--- config.mk ---
export PLATFORM = sky130hd
export DESIGN_NAME = ps2_host_tx
export DESIGN_NICKNAME = d
export VERILOG_FILES = /design/src/rtl/ps2_host_tx_pkg.sv /design/src/rtl/ps2_line_sync.sv /design/src/rtl/ps2_host_tx.sv
export SDC_FILE = /design/constraint.sdc
export NUM_CORES = 1
export LEC_CHECK = 0
export CORE_ASPECT_RATIO = 1.1
export CORE_MARGIN = 2
export CORE_UTILIZATION = 35
export CTS_BUF_LIST = sky130_fd_sc_hd__clkbuf_8
export CTS_CLUSTER_DIAMETER = 150
export DETAILED_ROUTE_END_ITERATION = 8
export SETUP_SLACK_MARGIN = 0.3
export SKIP_LAST_GASP = 1
export SYNTH_ARGS = -nofsm -noshare
export SYNTH_HDL_FRONTEND = slang
export SYNTH_SLANG_ARGS = --single-unit
--- constraint.sdc ---
create_clock -name clk -period 2.1 [get_ports clk]
set_input_delay 0.42 -clock clk [delete_from_list [all_inputs] [get_ports clk]]
set_output_delay 0.42 -clock clk [all_outputs]
set_load 0.01 [all_outputs]
--- src/rtl/ps2_host_tx_pkg.sv ---
`default_nettype none
// ============================================================================
// Module      : ps2_host_tx_pkg
// Description : Shared PS/2 definitions. This package holds the controller
//               state encoding, the default timing constants and the parity
//               helper. It is usable by both the host transmitter and the
//               receiver.
// Revision    : 1.0 - initial release
// ============================================================================
package ps2_host_tx_pkg;

    // Default timing at 50 MHz: a 120 us clock inhibit, and a 20 ms limit
    // from clock release to the device acknowledge.
    localparam int c_INHIBIT_CYCLES_DEFAULT = 6000;
    localparam int c_TIMEOUT_CYCLES_DEFAULT = 1000000;

    localparam int c_STATE_W = 3;

    localparam logic [c_STATE_W-1:0] c_ST_IDLE      = 3'd0;
    localparam logic [c_STATE_W-1:0] c_ST_INHIBIT   = 3'd1;
    localparam logic [c_STATE_W-1:0] c_ST_REQ       = 3'd2;
    localparam logic [c_STATE_W-1:0] c_ST_SEND      = 3'd3;
    localparam logic [c_STATE_W-1:0] c_ST_ACK       = 3'd4;
    localparam logic [c_STATE_W-1:0] c_ST_WAIT_IDLE = 3'd5;

    // The PS/2 frame carries odd parity over the eight data bits.
    function automatic logic odd_parity(input logic [7:0] d);
        return ~^d;
    endfunction

endpackage
`default_nettype wire

--- src/rtl/ps2_line_sync.sv ---
`default_nettype none
// ============================================================================
// Module      : ps2_line_sync
// Description : Three-flop synchronizer for one asynchronous PS/2 line. It
//               produces the synchronized level and a one-cycle pulse on a
//               falling edge. The chain resets to 1, which is the
//               released-bus level.
// Revision    : 1.0 - initial release
// ============================================================================
module ps2_line_sync (
    input  logic clk,
    input  logic rst_n,
    input  logic i_line,
    output logic o_level,
    output logic o_fall
);

    logic [2:0] r_sync;

    // Shift the raw line level through the chain. Bit 0 is the newest sample.
    always_ff @(posedge clk or negedge rst_n) begin
        if (!rst_n) begin
            r_sync <= 3'b111;
        end else begin
            r_sync <= {r_sync[1:0], i_line};
        end
    end

    assign o_level = r_sync[2];
    assign o_fall  = r_sync[2] & ~r_sync[1];

endmodule
`default_nettype wire

--- src/rtl/ps2_host_tx.sv ---
`default_nettype none
// ============================================================================
// Module      : ps2_host_tx
// Description : PS/2 host-to-device command transmitter. The block inhibits
//               the clock, issues the request-to-send, shifts out the data,
//               parity and stop bits on the device clock, and then checks the
//               acknowledge. It reports the result with tx_done or tx_error.
// Revision    : 1.0 - initial release
// ============================================================================
module ps2_host_tx
    import ps2_host_tx_pkg::*;
#(
    parameter int INHIBIT_CYCLES = c_INHIBIT_CYCLES_DEFAULT,
    parameter int TIMEOUT_CYCLES = c_TIMEOUT_CYCLES_DEFAULT
) (
    input  logic       clk,
    input  logic       rst_n,
    input  logic       ps2_clk_in,
    input  logic       ps2_data_in,
    output logic       ps2_clk_oe,
    output logic       ps2_data_oe,
    input  logic [7:0] tx_data,
    input  logic       tx_valid,
    output logic       tx_ready,
    output logic       tx_done,
    output logic       tx_error
);

    localparam int c_INH_W = $clog2(INHIBIT_CYCLES + 1);
    localparam int c_TO_W  = $clog2(TIMEOUT_CYCLES + 1);
    localparam logic [c_INH_W-1:0] c_INH_LAST = c_INH_W'(INHIBIT_CYCLES - 1);
    localparam logic [c_TO_W-1:0]  c_TO_LAST  = c_TO_W'(TIMEOUT_CYCLES - 1);

    logic w_clk_level, w_clk_fall, w_data_level, w_data_fall;

    logic [c_STATE_W-1:0] r_state, w_state_nxt;
    logic                 r_clk_oe, w_clk_oe_nxt;
    logic                 r_data_oe, w_data_oe_nxt;
    logic                 r_ready, w_ready_nxt;
    logic                 r_done, w_done_nxt;
    logic                 r_error, w_error_nxt;
    logic [7:0]           r_data, w_data_nxt;
    logic                 r_parity, w_parity_nxt;
    logic [c_INH_W-1:0]   r_inh_cnt, w_inh_cnt_nxt;
    logic [3:0]           r_edge_cnt, w_edge_cnt_nxt;
    logic [c_TO_W-1:0]    r_to_cnt, w_to_cnt_nxt;
    logic                 w_timing;
    logic                 w_bus_idle;

    ps2_line_sync u_clk_sync (
        .clk     (clk),
        .rst_n   (rst_n),
        .i_line  (ps2_clk_in),
        .o_level (w_clk_level),
        .o_fall  (w_clk_fall)
    );

    ps2_line_sync u_data_sync (
        .clk     (clk),
        .rst_n   (rst_n),
        .i_line  (ps2_data_in),
        .o_level (w_data_level),
        .o_fall  (w_data_fall)
    );

    // The bus counts as idle when both lines are high and neither has just
    // started to fall.
    assign w_bus_idle = w_clk_level & w_data_level & ~w_clk_fall & ~w_data_fall;

    // Next-state and next-output logic. Every output is registered, so this
    // logic computes the value the outputs take in the following cycle.
    always_comb begin
        w_state_nxt    = r_state;
        w_clk_oe_nxt   = r_clk_oe;
        w_data_oe_nxt  = r_data_oe;
        w_done_nxt     = 1'b0;
        w_error_nxt    = 1'b0;
        w_data_nxt     = r_data;
        w_parity_nxt   = r_parity;
        w_inh_cnt_nxt  = r_inh_cnt;
        w_edge_cnt_nxt = r_edge_cnt;
        w_to_cnt_nxt   = r_to_cnt;
        w_timing       = (r_state == c_ST_SEND) || (r_state == c_ST_ACK) ||
                         (r_state == c_ST_WAIT_IDLE);

        if (w_timing) begin
            w_to_cnt_nxt = r_to_cnt + c_TO_W'(1);
        end

        case (r_state)
            c_ST_IDLE: begin
                w_clk_oe_nxt  = 1'b0;
                w_data_oe_nxt = 1'b0;
                if (tx_valid && r_ready) begin
                    w_data_nxt    = tx_data;
                    w_parity_nxt  = odd_parity(tx_data);
                    w_inh_cnt_nxt = '0;
                    w_clk_oe_nxt  = 1'b1;
                    w_state_nxt   = c_ST_INHIBIT;
                end
            end
            c_ST_INHIBIT: begin
                if (r_inh_cnt == c_INH_LAST) begin
                    w_data_oe_nxt = 1'b1;
                    w_state_nxt   = c_ST_REQ;
                end else begin
                    w_inh_cnt_nxt = r_inh_cnt + c_INH_W'(1);
                end
            end
            c_ST_REQ: begin
                // The start bit is already driven. Releasing the clock
                // hands control of the clock to the device.
                w_clk_oe_nxt   = 1'b0;
                w_edge_cnt_nxt = '0;
                w_to_cnt_nxt   = '0;
                w_state_nxt    = c_ST_SEND;
            end
            c_ST_SEND: begin
                if (w_clk_fall) begin
                    w_edge_cnt_nxt = r_edge_cnt + 4'd1;
                    if (r_edge_cnt < 4'd8) begin
                        w_data_oe_nxt = ~r_data[r_edge_cnt[2:0]];
                    end else if (r_edge_cnt == 4'd8) begin
                        w_data_oe_nxt = ~r_parity;
                    end else begin
                        w_data_oe_nxt = 1'b0;
                        w_state_nxt   = c_ST_ACK;
                    end
                end
            end
            c_ST_ACK: begin
                if (w_clk_fall) begin
                    if (!w_data_level) begin
                        w_state_nxt = c_ST_WAIT_IDLE;
                    end else begin
                        w_error_nxt = 1'b1;
                        w_state_nxt = c_ST_IDLE;
                    end
                end
            end
            c_ST_WAIT_IDLE: begin
                if (w_bus_idle) begin
                    w_done_nxt  = 1'b1;
                    w_state_nxt = c_ST_IDLE;
                end
            end
            default: begin
                w_clk_oe_nxt  = 1'b0;
                w_data_oe_nxt = 1'b0;
                w_state_nxt   = c_ST_IDLE;
            end
        endcase

        // An expired timeout overrides every other outcome. This keeps done
        // and error mutually exclusive.
        if (w_timing && (r_to_cnt == c_TO_LAST)) begin
            w_clk_oe_nxt  = 1'b0;
            w_data_oe_nxt = 1'b0;
            w_done_nxt    = 1'b0;
            w_error_nxt   = 1'b1;
            w_state_nxt   = c_ST_IDLE;
        end

        w_ready_nxt = (w_state_nxt == c_ST_IDLE);
    end

    // State, output and datapath registers. The reset releases both lines
    // asynchronously.
    always_ff @(posedge clk or negedge rst_n) begin
        if (!rst_n) begin
            r_state    <= c_ST_IDLE;
            r_clk_oe   <= 1'b0;
            r_data_oe  <= 1'b0;
            r_ready    <= 1'b1;
            r_done     <= 1'b0;
            r_error    <= 1'b0;
            r_data     <= '0;
            r_parity   <= 1'b0;
            r_inh_cnt  <= '0;
            r_edge_cnt <= '0;
            r_to_cnt   <= '0;
        end else begin
            r_state    <= w_state_nxt;
            r_clk_oe   <= w_clk_oe_nxt;
            r_data_oe  <= w_data_oe_nxt;
            r_ready    <= w_ready_nxt;
            r_done     <= w_done_nxt;
            r_error    <= w_error_nxt;
            r_data     <= w_data_nxt;
            r_parity   <= w_parity_nxt;
            r_inh_cnt  <= w_inh_cnt_nxt;
            r_edge_cnt <= w_edge_cnt_nxt;
            r_to_cnt   <= w_to_cnt_nxt;
        end
    end

    assign ps2_clk_oe  = r_clk_oe;
    assign ps2_data_oe = r_data_oe;
    assign tx_ready    = r_ready;
    assign tx_done     = r_done;
    assign tx_error    = r_error;

endmodule
`default_nettype wire
Yosys cells after proc, flatten, opt, wreduce, memory -nomap -nowiden

Cells that the tools add are included.

Eq/ne operators: 15
Muxes and demuxes: 35
Reductions and logical operators: 16
Order comparisons: 2
$add $sub $neg: 3
Multiply operators: 0
Divide/modulo/power cells: 0
Shift-type cells: 0
Bitwise operators: 11

Operators by type and width:

| cell                    | number |
|---|---|
| $mux W20                | 2 |
| $mux W3                 | 9 |
| $mux W13                | 2 |
| $pmux W13 S2            | 1 |
| $add A20 B1 Y20 const B | 1 |
| $eq A20 B20 Y1 const B  | 1 |
| $pmux W3 S6             | 1 |
| $mux W1                 | 15 |
| $add A13 B1 Y13 const B | 1 |
| $eq A13 B13 Y1 const B  | 1 |
| $pmux W4 S2             | 1 |
| $reduce_xnor A8 Y1      | 1 |
| $eq A3 B2 Y1 const B    | 2 |
| $eq A3 B3 Y1 const B    | 2 |
| $logic_not A3 Y1        | 2 |
| $ne A2 B2 Y1 const B    | 3 |
| $not A1 Y1              | 6 |
| $reduce_and A3 Y1       | 2 |
| $reduce_bool A2 Y1      | 3 |
| $and A1 B1 Y1           | 5 |
| $add A4 B1 Y4 const B   | 1 |
| $eq A4 B4 Y1 const B    | 1 |
| $lt A3 B4 Y1 const B    | 1 |
| $lt A4 B4 Y1 const B    | 1 |
| other kinds (13)        | 17 |

Register bits: 60
RAM bits: 0
Bits in read-only memories: 0
Bits of input ports: 13
Output and inout port bits: 5
Latch bits: 0
Memories: 0
Word-level logic and storage cells: 95

Longest topological paths before layout

Depth after elaboration: 9
Mapped depth: 7
Depth with buffers taken out: 6

By module

Synthesis repeated with hierarchy kept, for this count alone.

Cells, all modules: 324
Area, all modules: 3238.1 µm²

Modules (own cells, without submodules):

| module        | times used | cells an instance | area an instance (µm²) |
|---|---|---|---|
| ps2_host_tx   | 1          | 316               | 3052.9 |
| ps2_line_sync | 2          | 4                 | 92.6 |

Worst setup path before layout

Ideal clock, no wire load.

Path type: register -> register
Start point: reg r_state[1]
End point: reg r_inh_cnt[9]
Period minus slack after synthesis: 1.971 ns
Data arrival time: 1.893 ns
Stages on the path, launching flop included: 7
Path slack: 0.129 ns
Setup time: 0.078 ns
Cell sequence: dfrtp_1 buf_6 or3b_1 buf_6 or3_4 or4_1 a21oi_1

Word-level cells in the longest chain between the ends: 3
Elaborated cells between the ends (all ways): 7
Classes of those cells: eq/ne: 3; mux: 1; reduce/logical: 3

Ends and longest elaborated chain:

| item                                                                       | line               | source |
|---|---|---|
| from (decl)                                                                | ps2_host_tx.sv:36  | `logic [c_STATE_W-1:0] r_state, w_state_nxt;` |
| from (signal assigned)                                                     | ps2_host_tx.sv:171 | `r_state <= c_ST_IDLE;` |
| from (signal assigned)                                                     | ps2_host_tx.sv:183 | `r_state <= w_state_nxt;` |
| $eq A3 B1 Y1 / $logic_not A3 Y1 (equally long branches)                    | ps2_host_tx.sv:90  | `case (r_state)` |
| $ne A2 B2 Y1 (no source line) / $reduce_bool A2 Y1 (equally long branches) | --                 |  |
| $reduce_and A3 Y1 (no source line)                                         | --                 |  |
| to (signal assigned)                                                       | ps2_host_tx.sv:191 | `r_inh_cnt <= w_inh_cnt_nxt;` |
| to (decl)                                                                  | ps2_host_tx.sv:44  | `logic [c_INH_W-1:0] r_inh_cnt, w_inh_cnt_nxt;` |

Parallel ways exist; a longest one is shown, timed or not.
A chain may end at the register's enable or synchronous reset.

Worst setup path in the final report

Start point: reg r_state[2]
End point: reg r_inh_cnt[11]

Same word-level chain as after synthesis.

==> impl_metrics.yaml <==
grt:
  use_met2_pct: 23.0
  met3_usage_pct: 3.19
  grt_pass1_wl_um: 12200
  grt_pass1_vias: 2599
  antenna_found_initial: 0
  use_met1_pct: 21.5
  grt_max_degree: 25
  grt-busiest-layer: "met2"
  grt_use_total_pct: 15.3
  grt-ovfl-total: 0
logic_synthesis:
  synth.most_common_cell: "dfrtp_1"
  synth-edff-count: 0
  synth_area_per_cell_um2: 9.60
  ys.warnings.count: 0
  synth_seq_cells: 60
  synthFlopType: "dfrtp_1"
  synth_cell_types: 51
  syn_inst: 333
  synth_common_cells: "dfrtp_1, nand2_1, nor2_1, xnor2_1"
  yosysTopAreaCell: "dfrtp_1"
  synth_fp_nets: 350
  netlist.area_leader.share_pct: 41.5
  synth_area_um2: 3200
  yosys-top-cells-area: "dfrtp_1, dfstp_2, xnor2_1"
  synthArstFlopShare_pct: 100
  yosysSeqAreaShare_pct: 47.2
worst_setup_path:
  path_class: "flop to flop"
  cp.required_ns: 2.37
  path_cells: "or3b_4, or3_4, or4_4, a21oi_2"
  cp.depth: 4
  reg2reg_depth: 4
  path_buf_inv: 0
  cp_max_fo: 4
  end_kind: "flop"
  critPathLaunchType: "flop"
  arrival_ns: 2.13
  cpLargestDelayFamily: "simple AND/OR/NAND/NOR gates"
  crit_slowest_cell: "dfrtp_2"
  critPathMaxStageDelay_ns: 0.43
layout:
  design_area_um2: 3890
  drive_above_1_share_pct: 19.3
  layout.nets: 386
  syn2layout_area_growth_pct: 21.6
  antennaDiodeCount: 0
clock_tree:
  clkLatencyLatePin_ns: 0.34
  cts_max_level: 3
  numCtsBuffers: 9
  clock_path_buffers: 2
  cts_sinks: 60
  holdBufCountCts: 0
  cts_tree: "yes"
  clkTransAtPathRegs_ns: 0.07
  cts_root_buf: "clkbuf_8"
place:
  gp_congestion: 0.794
  dpl.hpwl_um: 4810
  post_dp_cell_area_um2: 3550
  port_buffers: 17
routing:
  first_pass_iters: 6
  vias: 2538
  drtIter0Drc: 77
  drc: 0
  routed_wl_um: 6960
  postRouteAntennaNets: 0
  routedWlPerCell_um: 14.3
  avgViaCountPerCell: 5.20
floorplan:
  ioPinCount: 18
  row_count: 36
  die-width_um: 95.1
  die_h_um: 104
  dieArea_um2: 9920
  start_util_pct: 36.0
  coreArea_um2: 8870
sta:
  hold_violations: 0
  rsz0062_at_grt: "true"
  setup_viol: 0
  max_freq_ghz: 0.537
  timing.clock.skew_ns: 0.00759
  maxSlewViolCount: 0
  min_period_ns: 1.86
  holdWs_ns: 0.0712
  final_min_period_over_clock_period_pct: 88.6
  tns_ns: 0
  worst_pin_slew_ns: 0.559
  relSlewSlack_pct: 62.7
power_and_ir_drop:
  vdd_drop_max_mv: 0.274
  powerDensity_nw_per_um2: 572
  leakagePower_nw: 1.64
outcome:
  run_status: "complete, no violations"
worst_hold_path:
  min_path_type: "input pin to asynchronous set/reset pin"
run:
  drv_cap: 0
-- metrics by stage --
stage / util, % / worst slack [ns] / total power, W / instances
global route: 43.8 / 0.181 / 0.00232 / 488
floorplan: - / 0.165 / 0.00122 / 333
global placement: 40.0 / 0.215 / 0.00127 / 463
finish: 43.8 / 0.239 / 0.00222 / 488
detailed placement: 40.0 / 0.123 / 0.00128 / 463
CTS: 43.2 / 0.260 / 0.00226 / 488
-- cells in the final DEF, fill, tap and decap left out, drive strengths merged, types with 3 or more instances in the layout --
| cell type | n |
|---|---|
| or3 | 7 |
| nor2b | 8 |
| nand4 | 4 |
| nor3 | 10 |
| and4 | 4 |
| xor2 | 4 |
| a311oi | 4 |
| mux2i | 13 |
| a31oi | 4 |
| clkbuf | 12 |
| nand3 | 16 |
| nand2b | 5 |
| inv | 9 |
| dfstp | 7 |
| nor2 | 25 |
| xnor2 | 21 |
| a211oi | 4 |
| o31ai | 5 |
| nor4 | 9 |
| or4 | 3 |
| nand2 | 42 |
| o21ai | 11 |
| and3 | 5 |
| buf | 25 |
| ha | 4 |
| dfrtp | 53 |
| a21oi | 16 |
| clkdlybuf4s50 | 15 |
-- metal layers --
metal / part of all wire [%] / up-vias / routed length (µm)
li1: - / 1269 / -
met1: 49 / 1222 / 3410
met2: 47 / 38 / 3260
met3: 2.8 / 9 / 195
met4: 1.3 / 0 / 92
met5: 0 / - / 0
-- worst register-to-register path, delay by kind of cell (launching register included) --
kind / cells / cell delay [ns]
compound gates: 1 / 0.13
simple gates: 3 / 1.23
flops: 1 / 0.43
-- timing repair --
item,CTS,global route
gates cloned,0,0
setup buffers,9,0
hold endpoints to repair,0,0
setup endpoints to repair,13,27
pin swaps,3,2
gates resized for setup,10,12
-- registers in the layout, indices dropped and copies added (netlist names) --
name and flops:
tx_done 1, r_data 8, r_parity 1, u_data_sync.r_sync 3
r_state 3, ps2_data_oe 1, tx_error 1, r_to_cnt 20
u_clk_sync.r_sync 3, r_edge_cnt 4, tx_ready 1, r_inh_cnt 13
ps2_clk_oe 1
-- power by group --
group	total, W	internal (W)	switching, W	leakage, nW
sequential	0.00117	0.00117	0.00000359	0.791
clock	0.000972	0.000518	0.000453	0.0958
combinational	0.0000819	0.0000403	0.0000416	0.756
-- cell families (layout without fill, tap and decap cells) --
family / count (synthesis) / after routing / synth area share (%)
mux: 13 / 13 / 4.07
xor+xnor: 25 / 25 / 6.85
compound gates: 55 / 55 / 11.1
buf+inv: 24 / 65 / 3.48
flops: 60 / 60 / 47.2
simple gates: 152 / 152 / 25.7
fa+ha+maj: 4 / 4 / 1.57
-- final cells by class --
| type | instances | area (µm²) |
|---|---|---|
| fill | 848 | 4990 |
| inverter | 8 | 30.0 |
| tap | 114 | 143 |
| sequential | 60 | 1510 |
| clock buffer | 12 | 165 |
| multi-input combinational | 249 | 1660 |
| timing repair buffer | 41 | 357 |
| clock inverter | 4 | 23.8 |
-- path summary, 6_finish.rpt --
| kind | startpoint | endpoint | slack, ns |
|---|---|---|---|
| max | r_state[2] | r_inh_cnt[11] | 0.24 |
| min | rst_n | r_to_cnt[3] | 0.07 |
| max reg2reg | r_state[2] | r_inh_cnt[11] | 0.24 |
| min reg2reg | u_data_sync.r_sync[0] | u_data_sync.r_sync[1] | 0.36 |
| max in group asynchronous | rst_n | u_clk_sync.r_sync[1] | 1.34 |
| min in group clk | u_data_sync.r_sync[0] | u_data_sync.r_sync[1] | 0.36 |
No activity file was read; power rests on OpenSTA's default activity.
